### config.mk
export PLATFORM = sky130hd
export DESIGN_NAME = multicycle_control_fsm
export DESIGN_NICKNAME = d
export VERILOG_FILES = /design/src/rtl/mips_ctrl_pkg.sv /design/src/rtl/multicycle_ctrl_rom.sv /design/src/rtl/multicycle_control_fsm.sv
export SDC_FILE = /design/constraint.sdc
export NUM_CORES = 1
export LEC_CHECK = 0
export CORE_UTILIZATION = 37
export CTS_CLUSTER_DIAMETER = 50
export CTS_CLUSTER_SIZE = 40
export DETAILED_ROUTE_END_ITERATION = 10
export GPL_TIMING_DRIVEN = 0
export PLACE_DENSITY = 0.77
export SLEW_MARGIN = 20
export SYNTH_ARGS = -nofsm -noshare
export SYNTH_HDL_FRONTEND = slang
export SYNTH_SLANG_ARGS = --single-unit
### constraint.sdc
create_clock -name clk -period 1.9 [get_ports clk]
set_input_delay 0.57 -clock clk [delete_from_list [all_inputs] [get_ports clk]]
set_output_delay 0.57 -clock clk [all_outputs]
set_load 0.01 [all_outputs]
### src/rtl/mips_ctrl_pkg.sv
// Shared encodings for the multicycle MIPS control unit: opcodes, ALUOp classes,
// FSM state type and the packed control word. MULTICYCLE_BNE_EN adds the BNEEX state.
package mips_ctrl_pkg;

    localparam logic [5:0] OP_RTYPE = 6'b000000;
    localparam logic [5:0] OP_LW    = 6'b100011;
    localparam logic [5:0] OP_SW    = 6'b101011;
    localparam logic [5:0] OP_BEQ   = 6'b000100;
    localparam logic [5:0] OP_BNE   = 6'b000101;
    localparam logic [5:0] OP_ADDI  = 6'b001000;
    localparam logic [5:0] OP_J     = 6'b000010;

    localparam logic [1:0] ALUOP_ADD   = 2'b00;
    localparam logic [1:0] ALUOP_SUB   = 2'b01;
    localparam logic [1:0] ALUOP_FUNCT = 2'b10;

    localparam logic [1:0] SRCB_B     = 2'b00;
    localparam logic [1:0] SRCB_FOUR  = 2'b01;
    localparam logic [1:0] SRCB_IMM   = 2'b10;
    localparam logic [1:0] SRCB_IMMSH = 2'b11;

    localparam logic [1:0] PCSRC_ALU    = 2'b00;
    localparam logic [1:0] PCSRC_ALUOUT = 2'b01;
    localparam logic [1:0] PCSRC_JUMP   = 2'b10;

    typedef enum logic [3:0] {
        S_FETCH   = 4'd0,
        S_DECODE  = 4'd1,
        S_MEMADR  = 4'd2,
        S_MEMRD   = 4'd3,
        S_MEMWB   = 4'd4,
        S_MEMWR   = 4'd5,
        S_RTYPEEX = 4'd6,
        S_RTYPEWB = 4'd7,
        S_BEQEX   = 4'd8,
        S_ADDIEX  = 4'd9,
        S_ADDIWB  = 4'd10,
        S_JEX     = 4'd11
`ifdef MULTICYCLE_BNE_EN
        , S_BNEEX = 4'd12
`endif
    } state_t;

    typedef struct packed {
        logic       iord;
        logic       mem_write;
        logic       ir_write;
        logic       reg_dst;
        logic       mem_to_reg;
        logic       reg_write;
        logic       alu_src_a;
        logic [1:0] alu_src_b;
        logic [1:0] alu_op;
        logic [1:0] pc_src;
        logic       pc_write;
        logic       branch;
        logic       branch_ne;
    } ctrl_word_t;

endpackage

### src/rtl/multicycle_ctrl_rom.sv
// Pure state -> control-word lookup. FETCH asserts ir_write/pc_write unconditionally;
// the FSM qualifies them with memory readiness. MULTICYCLE_BNE_EN adds the BNEEX row.
module multicycle_ctrl_rom
    import mips_ctrl_pkg::*;
(
    input  state_t     i_state,
    output ctrl_word_t o_ctrl
);

    always_comb begin
        o_ctrl = '0;
        case (i_state)
            S_FETCH: begin
                o_ctrl.alu_src_b = SRCB_FOUR;
                o_ctrl.ir_write  = 1'b1;
                o_ctrl.pc_write  = 1'b1;
            end
            S_DECODE:  o_ctrl.alu_src_b = SRCB_IMMSH;
            S_MEMADR: begin
                o_ctrl.alu_src_a = 1'b1;
                o_ctrl.alu_src_b = SRCB_IMM;
            end
            S_MEMRD:   o_ctrl.iord = 1'b1;
            S_MEMWB: begin
                o_ctrl.mem_to_reg = 1'b1;
                o_ctrl.reg_write  = 1'b1;
            end
            S_MEMWR: begin
                o_ctrl.iord      = 1'b1;
                o_ctrl.mem_write = 1'b1;
            end
            S_RTYPEEX: begin
                o_ctrl.alu_src_a = 1'b1;
                o_ctrl.alu_op    = ALUOP_FUNCT;
            end
            S_RTYPEWB: begin
                o_ctrl.reg_dst   = 1'b1;
                o_ctrl.reg_write = 1'b1;
            end
            S_BEQEX: begin
                o_ctrl.alu_src_a = 1'b1;
                o_ctrl.alu_op    = ALUOP_SUB;
                o_ctrl.pc_src    = PCSRC_ALUOUT;
                o_ctrl.branch    = 1'b1;
            end
            S_ADDIEX: begin
                o_ctrl.alu_src_a = 1'b1;
                o_ctrl.alu_src_b = SRCB_IMM;
                o_ctrl.alu_op    = ALUOP_ADD;
            end
            S_ADDIWB:  o_ctrl.reg_write = 1'b1;
            S_JEX: begin
                o_ctrl.pc_src   = PCSRC_JUMP;
                o_ctrl.pc_write = 1'b1;
            end
`ifdef MULTICYCLE_BNE_EN
            S_BNEEX: begin
                o_ctrl.alu_src_a = 1'b1;
                o_ctrl.alu_op    = ALUOP_SUB;
                o_ctrl.pc_src    = PCSRC_ALUOUT;
                o_ctrl.branch_ne = 1'b1;
            end
`endif
            default: o_ctrl = '0;
        endcase
    end

endmodule

### src/rtl/multicycle_control_fsm.sv
// Multicycle MIPS control FSM: state register, next-state decode and gated control outputs.
// MULTICYCLE_BNE_EN enables the bne instruction (BNEEX state); otherwise opcode 000101 is illegal.
module multicycle_control_fsm
    import mips_ctrl_pkg::*;
#(
    parameter int OPCODE_W = 6,
    parameter int ALUOP_W  = 2,
    parameter int MEM_WAIT = 1
) (
    input  logic                clk,
    input  logic                reset_n,
    input  logic [OPCODE_W-1:0] opcode,
    input  logic                mem_ready,
    output logic                iord,
    output logic                mem_write,
    output logic                ir_write,
    output logic                reg_dst,
    output logic                mem_to_reg,
    output logic                reg_write,
    output logic                alu_src_a,
    output logic [1:0]          alu_src_b,
    output logic [ALUOP_W-1:0]  alu_op,
    output logic [1:0]          pc_src,
    output logic                pc_write,
    output logic                branch,
    output logic                branch_ne,
    output logic                illegal_op
);

    state_t     r_state, w_next;
    logic       r_is_sw;
    logic       w_rdy, w_dec_illegal;
    ctrl_word_t w_rom, w_out;

    assign w_rdy = (MEM_WAIT != 0) ? mem_ready : 1'b1;

    always_ff @(posedge clk or negedge reset_n) begin
        if (!reset_n) r_state <= S_FETCH;
        else          r_state <= w_next;
    end

    // opcode is only valid in DECODE, so remember lw vs sw for the MEMADR fork
    always_ff @(posedge clk or negedge reset_n) begin
        if (!reset_n)                r_is_sw <= 1'b0;
        else if (r_state == S_DECODE) r_is_sw <= (opcode == OPCODE_W'(OP_SW));
    end

    always_comb begin
        w_next        = r_state;
        w_dec_illegal = 1'b0;
        case (r_state)
            S_FETCH:   if (w_rdy) w_next = S_DECODE;
            S_DECODE: begin
                if (opcode == OPCODE_W'(OP_LW) || opcode == OPCODE_W'(OP_SW)) w_next = S_MEMADR;
                else if (opcode == OPCODE_W'(OP_RTYPE)) w_next = S_RTYPEEX;
                else if (opcode == OPCODE_W'(OP_BEQ))   w_next = S_BEQEX;
                else if (opcode == OPCODE_W'(OP_ADDI))  w_next = S_ADDIEX;
                else if (opcode == OPCODE_W'(OP_J))     w_next = S_JEX;
`ifdef MULTICYCLE_BNE_EN
                else if (opcode == OPCODE_W'(OP_BNE))   w_next = S_BNEEX;
`endif
                else begin
                    w_next        = S_FETCH;
                    w_dec_illegal = 1'b1;
                end
            end
            S_MEMADR:  w_next = r_is_sw ? S_MEMWR : S_MEMRD;
            S_MEMRD:   if (w_rdy) w_next = S_MEMWB;
            S_MEMWB:   w_next = S_FETCH;
            S_MEMWR:   if (w_rdy) w_next = S_FETCH;
            S_RTYPEEX: w_next = S_RTYPEWB;
            S_RTYPEWB: w_next = S_FETCH;
            S_BEQEX:   w_next = S_FETCH;
            S_ADDIEX:  w_next = S_ADDIWB;
            S_ADDIWB:  w_next = S_FETCH;
            S_JEX:     w_next = S_FETCH;
`ifdef MULTICYCLE_BNE_EN
            S_BNEEX:   w_next = S_FETCH;
`endif
            default:   w_next = S_FETCH;
        endcase
    end

    multicycle_ctrl_rom u_rom (
        .i_state (r_state),
        .o_ctrl  (w_rom)
    );

    // Fetch strobes are the only Mealy terms; reset kills every output immediately
    always_comb begin
        w_out = w_rom;
        if (r_state == S_FETCH) begin
            w_out.ir_write = w_rom.ir_write & w_rdy;
            w_out.pc_write = w_rom.pc_write & w_rdy;
        end
`ifndef MULTICYCLE_BNE_EN
        w_out.branch_ne = 1'b0;
`endif
        if (!reset_n) w_out = '0;
    end

    assign iord       = w_out.iord;
    assign mem_write  = w_out.mem_write;
    assign ir_write   = w_out.ir_write;
    assign reg_dst    = w_out.reg_dst;
    assign mem_to_reg = w_out.mem_to_reg;
    assign reg_write  = w_out.reg_write;
    assign alu_src_a  = w_out.alu_src_a;
    assign alu_src_b  = w_out.alu_src_b;
    assign alu_op     = ALUOP_W'(w_out.alu_op);
    assign pc_src     = w_out.pc_src;
    assign pc_write   = w_out.pc_write;
    assign branch     = w_out.branch;
    assign branch_ne  = w_out.branch_ne;
    assign illegal_op = reset_n & (r_state == S_DECODE) & w_dec_illegal;

endmodule

## Yosys cells after proc, flatten, opt, wreduce, memory -nomap -nowiden

Cells that the tools add are included.

- Flip-flop bits (word level): 5
- Input bits: 9
- Output and inout bits: 17
- Logic and storage cells: 65

- Equal/unequal tests: 19
- Muxes and demuxes: 31
- Bitwise gates (word level): 4
- Reductions and logical operators: 9

Operators with widths:

| kind | number |
|---|---|
| $mux 4 | 8 |
| $pmux 4 s7 | 1 |
| $mux 1 | 17 |
| $eq 4x3->1 const B | 4 |
| $eq 4x4->1 const B | 4 |
| $mux 16 | 1 |
| $eq 6x6->1 const B | 2 |
| $eq 4x2->1 const B | 2 |
| $pmux 2 s2 | 2 |
| $eq 6x2->1 const B | 1 |
| $eq 6x3->1 const B | 1 |
| $eq 6x4->1 const B | 1 |
| $logic_not 6->1 | 1 |
| $ne 2x2->1 const B | 3 |
| $pmux 2 s3 | 1 |
| $reduce_or 2->1 | 3 |
| $and 1x1->1 | 4 |
| $eq 4x1->1 const B | 1 |
| $logic_not 4->1 | 1 |
| $reduce_or 4->1 | 1 |
| $mux 3 | 1 |
| $reduce_and 3->1 | 1 |
| $reduce_or 3->1 | 1 |
| $logic_or 1x1->1 | 1 |

## Logic depth before layout (Yosys ltp)

- Word-level depth: 8
- Mapped depth: 5
- Depth with buffers taken out: 4

## By module

A second synthesis with hierarchy kept.

- Cell total of the unflattened synthesis: 96
- Area total of the unflattened synthesis: 734.5 µm²

By module, submodules not included:

| module | instances | cells an instance | area an instance (µm²) |
|---|---|---|---|
| multicycle_control_fsm | 1 | 64 | 531.8 |
| multicycle_ctrl_rom | 1 | 32 | 202.7 |

## Least setup slack after synthesis

No wires, ideal clock.

- Kind: input port to output port
- From: input port opcode[3]
- To: output port illegal_op
- Data arrival time: 1432 ps
- Slack: -102 ps
- Stages on the path: 5
- Buffers on the path: 1
- Path through: clkbuf_1 -> xor2_1 -> o211ai_1 -> o31ai_1 -> nor3_1

- Longest elaborated chain between the ends: 8
- Elaborated cells on any way between the ends: 14
- Those cells by class: eq/ne (5); mux (6); bitwise (1); reduce/logical (2)

Ends and longest elaborated chain:

| element | RTL line | source |
|---|---|---|
| start: declaration | multicycle_control_fsm.sv:12 | `input logic [OPCODE_W-1:0] opcode,` |
| $eq 6x2->1 | multicycle_control_fsm.sv:58 | `else if (opcode == OPCODE_W'(OP_J)) w_next = S_JEX;` |
| $mux 1 | multicycle_control_fsm.sv:58 |  |
| $mux 1 | multicycle_control_fsm.sv:57 | `else if (opcode == OPCODE_W'(OP_ADDI)) w_next = S_ADDIEX;` |
| $mux 1 | multicycle_control_fsm.sv:56 | `else if (opcode == OPCODE_W'(OP_BEQ)) w_next = S_BEQEX;` |
| $mux 1 | multicycle_control_fsm.sv:55 | `else if (opcode == OPCODE_W'(OP_RTYPE)) w_next = S_RTYPEEX;` |
| $mux 1 (*) | multicycle_control_fsm.sv:54 | `if (opcode == OPCODE_W'(OP_LW) \|\| opcode == OPCODE_W'(OP_SW)) w_next = S_MEMADR;` |
| $mux 1 (*) | multicycle_control_fsm.sv:51 | `case (r_state)` |
| $and 1x1->1 (*) | multicycle_control_fsm.sv:115 | `assign illegal_op = reset_n & (r_state == S_DECODE) & w_dec_illegal;` |
| end: declaration | multicycle_control_fsm.sv:27 | `output logic illegal_op` |

Mark *: on every way between the ends. The rest lies on a longest branch, timed or not.

## Worst setup path in the final report

- From: register r_state[3]
- To: output port illegal_op

- Longest elaborated chain between the ends: 3
- Elaborated cells on any way between the ends: 4
- Those cells by class: eq/ne (1); mux (1); bitwise (2)

Ends and longest elaborated chain:

| element | RTL line | source |
|---|---|---|
| start: declaration | multicycle_control_fsm.sv:30 | `state_t r_state, w_next;` |
| start signal: assignment | multicycle_control_fsm.sv:39 | `else r_state <= w_next;` |
| $eq 4x1->1 (*) | multicycle_control_fsm.sv:51, multicycle_control_fsm.sv:115 |  |
| $and 1x1->1 / $mux 1 (equally long branches) | multicycle_control_fsm.sv:115, multicycle_control_fsm.sv:51 |  |
| $and 1x1->1 (*) | multicycle_control_fsm.sv:115 |  |

Marks and branches as above.

==> results.sh <==
export IMPL_final_cells=150
export IMPL_power_density_mw_per_mm2=1140
export IMPL_maxSlewViolCount=0
export IMPL_critPathCaptureType="primary output"
export IMPL_gp_congestion=0.784
export IMPL_synthArstFlopShare_pct=100
export IMPL_fin_nets=144
export IMPL_multi_input_area_um2=574
export IMPL_route_detailed_drc=0
export IMPL_pre_cts_ws_ns=-1.04
export IMPL_grt_util_all_layers_pct=28.0
export IMPL_placementRows=14
export IMPL_hold_viol_final=0
export IMPL_synth_seq_area_share_pct=20.8
export IMPL_cp_start_kind="flop"
export IMPL_grt_ovfl_total=0
export IMPL_fin_util_pct=83.2
export IMPL_post_route_worst_setup_slack_ns=-0.302
export IMPL_total_leakage_power_nw=0.579
export IMPL_drt_pass1_iterations=4
export IMPL_crit_fanout=2
export IMPL_cp_required_ns=1.33
export IMPL_die_h_um=42.3
export IMPL_drv_cap=0
export IMPL_violations="negative setup slack"
export IMPL_status="finished, violations left"
export IMPL_fillCellCount=91
export IMPL_rsz0062_at_grt="true"
export IMPL_clock_sinks=5
export IMPL_regArea_um2=126
export IMPL_die_x_um=42.3
export IMPL_place_area_um2=873
export IMPL_design_area_mm2=0.00125
export IMPL_path_buf_inv=2
export IMPL_grt_max_degree=12
export IMPL_fin_crit_ns=2.20
export IMPL_synthCells=82
export IMPL_finalCritPeriodShare_pct=116
export IMPL_avgSynthCellArea_um2=7.34
export IMPL_h_tree_depth=1
export IMPL_dp_cells=121
export IMPL_area_delta_synth_final_pct=108
export IMPL_cp_slowest_cell="or4b_4"
export IMPL_grt_pass1_vias=808
export IMPL_layout_commonest_cell="buf_4"
export IMPL_dp_hpwl_mm=1.24
export IMPL_synth_edf_count=0
export IMPL_peakVddDrop_uv=950
export IMPL_cts_tree="done"
export IMPL_grt_pass1_wl_mm=3.68
export IMPL_viasPerCell=5.95
export IMPL_worstPathCellList="buf_4, or4b_4, nor3_2, buf_2"
export IMPL_n_antenna_cell=0
export IMPL_clock_latency_ns=0.27
export IMPL_ant_nets=0
export IMPL_critical_path_top_delay_family="simple AND/OR/NAND/NOR gates"
export IMPL_cp_arrival_ns=1.63
export IMPL_syn_area_um2=602
export IMPL_port_buffers=23
export IMPL_setup_viol=15
export IMPL_layout_common_cells="buf_4 (21), buf_2 (15), buf_6 (10), nor2_1 (6)"
export IMPL_cpPeakStageDelay_ns=0.55
export IMPL_syn_nets=91
export IMPL_ys_flop_type="dfrtp_1"
export IMPL_synth_warnings=0
export IMPL_synth_seq_cells=5
export IMPL_path_clk_slew_ns=0.06
export IMPL_fmax_mhz=454
export IMPL_hp_class="in -> async"
export IMPL_fin_skew_ns=0.0174
export IMPL_design_die_area_mm2=0.00179
export IMPL_drtIter0Drc=38
export IMPL_clk_path_buf_depth=2
export IMPL_ios=26
export IMPL_root_buffer="clkbuf_4"
export IMPL_crit_type="reg -> out"
export IMPL_dr_total_vias=893
export IMPL_drive_gt1_share_pct=62.7
export IMPL_start_util_pct=40.0
export IMPL_ys_types=37
export IMPL_antenna_found_initial=0
export IMPL_core_area_mm2=0.00151
export IMPL_drt_wl_total_mm=2.73
export IMPL_cts_buffers=3
export IMPL_wire_per_inst_um=18.2
## final cells by class
| type | count | share of cell area [%] |
|---|---|---|
| buffer | 8 | 8.58 |
| clock buffer | 4 | 2.10 |
| inverter | 3 | 1.50 |
| multi-input combinational | 66 | 45.8 |
| sequential | 5 | 10.1 |
| tap | 16 | 1.60 |
| timing repair buffer | 48 | 30.3 |
## path summary, 6_finish.rpt
check	start	to	slack, ns	cells past startpoint
max	r_state[3]	illegal_op	-0.30	4
min	reset_n	r_state[0]	0.12	1
max reg2reg	r_state[3]	r_state[2]	0.15	6
min reg2reg	r_is_sw	r_is_sw	0.55	1
max in group asynchronous	reset_n	r_state[2]	1.59	1
min in group clk	r_is_sw	r_is_sw	0.55	1
## repair_timing
item | in CTS | in global routing
gates resized for setup | 137 | 17
pin swaps | 11 | 9
setup buffers | 21 | 5
hold buffers | 0 | 0
setup endpoints to repair | 16 | 16
cloned | 0 | 0
## per-layer routing
metal  vias up  share of wire [%]  wire length (µm)  global-route usage [%]
met5         -                  0                 0                       0
met4         0                4.7               129                    4.38
met3        14                8.5               231                    11.2
met2        63                 52              1430                    52.3
met1       410                 35               942                    29.6
li1        406                  -                 -                       -
## registers in the layout (all words and copies together) (netlist names)
register  flops
r_is_sw       1
r_state       4
## stage by stage
stage	hold WS, ns	total power [mW]	TNS [ns]
2_1_floorplan	0.274	0.553	-0.0281
3_3_place_gp	0.527	0.740	-13.76
3_5_place_dp	0.522	0.748	-14.11
4_1_cts	0.149	1.22	-1.18
5_1_grt	0.119	1.50	-3.31
6_report	0.124	1.43	-2.54
## synthesized netlist by cell type, drive strengths merged (2+ instances only)
master | n | area (µm²)
nor2 | 11 | 41.3
nor3 | 9 | 56.3
a21oi | 5 | 25.0
clkbuf | 5 | 18.8
dfrtp | 5 | 125
buf | 3 | 26.3
inv | 3 | 11.3
nand2 | 3 | 11.3
nand2b | 3 | 18.8
nor4 | 3 | 18.8
a211oi | 2 | 15.0
and3 | 2 | 12.5
mux2i | 2 | 20.0
nor2b | 2 | 12.5
o21ai | 2 | 10.0
or2 | 2 | 12.5
xor2 | 2 | 17.5
## report_power, final
part	total (mW)	switching (mW)	internal, mW
clock network	0.143	0.0620	0.0806
registers	0.167	0.0317	0.136
logic	1.12	0.528	0.594
## cells by family after synthesis
logic type,after synthesis,share of synthesized area (%)
simple gates,40,37.6
compound gates,20,23.9
buf+inv,11,9.35
flops,5,20.8
xor+xnor,3,4.37
mux,2,3.33
other cells,1,0.623
Note: power is estimated with default switching activity, not from simulation.
==> patch (same settings) <==
Add a define of `MULTICYCLE_BNE_EN`.
--- a/src/rtl/mips_ctrl_pkg.sv
+++ b/src/rtl/mips_ctrl_pkg.sv
@@ -1,4 +1,6 @@
 // Shared encodings for the multicycle MIPS control unit: opcodes, ALUOp classes,
 // FSM state type and the packed control word. MULTICYCLE_BNE_EN adds the BNEEX state.
+`define MULTICYCLE_BNE_EN
+
 package mips_ctrl_pkg;
 
Formal check against the unedited RTL: not equivalent (a bounded check fails within 4 cycles, from zero or initial values and one cycle with reset_n low).
==> patch against the unedited design <==
The run still ends with setup timing left. Setup slack gained 220 ps. Critical endpoint unchanged. Sequential cell count is the same. Wire length is 23% lower. Register-to-register slack improved by 150 ps. Clock power is 12% lower. Total power fell by 19%. Largest power group unchanged. Synthesized area shrank 2.7%. Cell area fell by 15%.
==> patch: results (changes against the unedited design) <==
DP Area 854.6 µm² (-2.1%); routability cong. 0.7978 (+1.7%); cell count after synthesis 80 (-2.4%); hpwl dp 1.190 mm (-4.4%); Largest stage delay, worst path 380 ps (-170 ps); Worst Skew 7.291 ps (-10.09 ps); Port Buffers 25 (+8.7%); top cells by area, synth dfrtp_1 (21%), nor2_1 (7.1%), buf_2 (4.3%); P_leak 0.5111 nW (-12%); Finish-stage setup viols 4 (-11); # nets final 131 (-9.0%); vias in the first global route 738 (-8.7%); CP max FO 6 (+4); share of the yosys chip area belonging to registers 21.37% (+0.58 points); largest net degree at the start of global routing 13 (+1); placed cells 120 (-0.83%); failing checks setup timing; status finished, violations left; Sw Pwr 0.4994 mW (-20%); gr usage total 22.59% (-5.4 points); fraction of layout cells with a size suffix above 1 56.20% (-6.5 points); final worst slack -85.22 ps (+217.1 ps); dpl ws -999.9 ps (+37.93 ps); first-pass GRT wire length 3.091 mm (-16%); Post-synth top cells nor2_1 (11), buf_2 (5), dfrtp_1 (5)
## patch: changes by cell type after synthesis, moves of 2 or more
| cell | unedited run | this run |
|---|---|---|
| nand4_1 | 0 | 2 |
| a31oi_1 | 0 | 2 |
| mux2i_1 | 2 | 0 |
| nor4_1 | 3 | 1 |
| clkbuf_1 | 5 | 0 |
| or2_2 | 2 | 0 |
| buf_2 | 0 | 5 |
| nor3_1 | 8 | 2 |
| nand3_1 | 1 | 4 |
| or3b_1 | 0 | 2 |
| buf_4 | 2 | 0 |
## patch: kinds of logic after synthesis
kind of cell,synth area share (%)
xor gates and xnor gates,4.488
DFF,21.37
buffers and inverters,6.196
AOI/OAI and AO/OA,23.93
and+or+nand+nor,44.02
## patch: worst reg2reg max path: stages (launching register included)
cell and delay (ps):
dfrtp_2 450, dlymetal6s2s_1 190, or3b_1 370, and4_1 200, a311o_1 270
## patch: metal layers
metal	wire, µm	up-vias	part of all wire [%]	track usage (%)
met3	118	9	5.6	3.478
li1	-	379	-	-
met4	63	0	3.0	10.32
met1	828	371	39	24.73
met5	0	-	0	0
met2	1086	35	52	41.88
## patch: path summary, 6_finish.rpt
path / slack (ps) / end / depth (start not counted)
max: -90 / illegal_op / 4
min: 150 / r_state[3]$_DFFE_PN0P_ / 1
max reg2reg: 300 / r_state[1]$_DFFE_PN0P_ / 4
min reg2reg: 560 / r_is_sw$_DFFE_PN0P_ / 2
max in group asynchronous: 1580 / r_state[0]$_DFFE_PN0P_ / 1
min in group clk: 560 / r_is_sw$_DFFE_PN0P_ / 2
## patch: timing repair
item                                    in CTS  in global routing
buffers inserted                             5                  5
resized for setup                          118                 29
gates cloned                                 0                  2
pin swaps                                    7                 11
endpoints found under the setup margin      17                 18
## patch: layout make-up
| cell class | count | area share (%) |
|---|---|---|
| inverter | 3 | 1.061 |
| sequential | 5 | 11.91 |
| timing repair buffer | 37 | 26.77 |
| clock buffer | 4 | 2.476 |
| buffer | 5 | 5.660 |
| tap | 15 | 1.769 |
| multi-input combinational | 67 | 50.35 |
## patch: metrics by stage
stage / hold slack, ps / setup TNS, ps
after floorplan: 274.4 / 0
after global placement: 513.2 / -14590
after detailed placement: 516.6 / -14860
after CTS: 153.9 / -178.7
after global routing: 149.7 / -709.9
final: 149.9 / -210.0
## patch: power by group through the flow
stage / clock [mW] / sequential, mW / combinational [mW]
2_1_floorplan: 0 / 0.158 / 0.349
3_3_place_gp: 0 / 0.164 / 0.534
3_5_place_dp: 0 / 0.165 / 0.539
4_1_cts: 0.125 / 0.170 / 0.659
5_1_grt: 0.138 / 0.183 / 0.899
6_report: 0.126 / 0.181 / 0.847
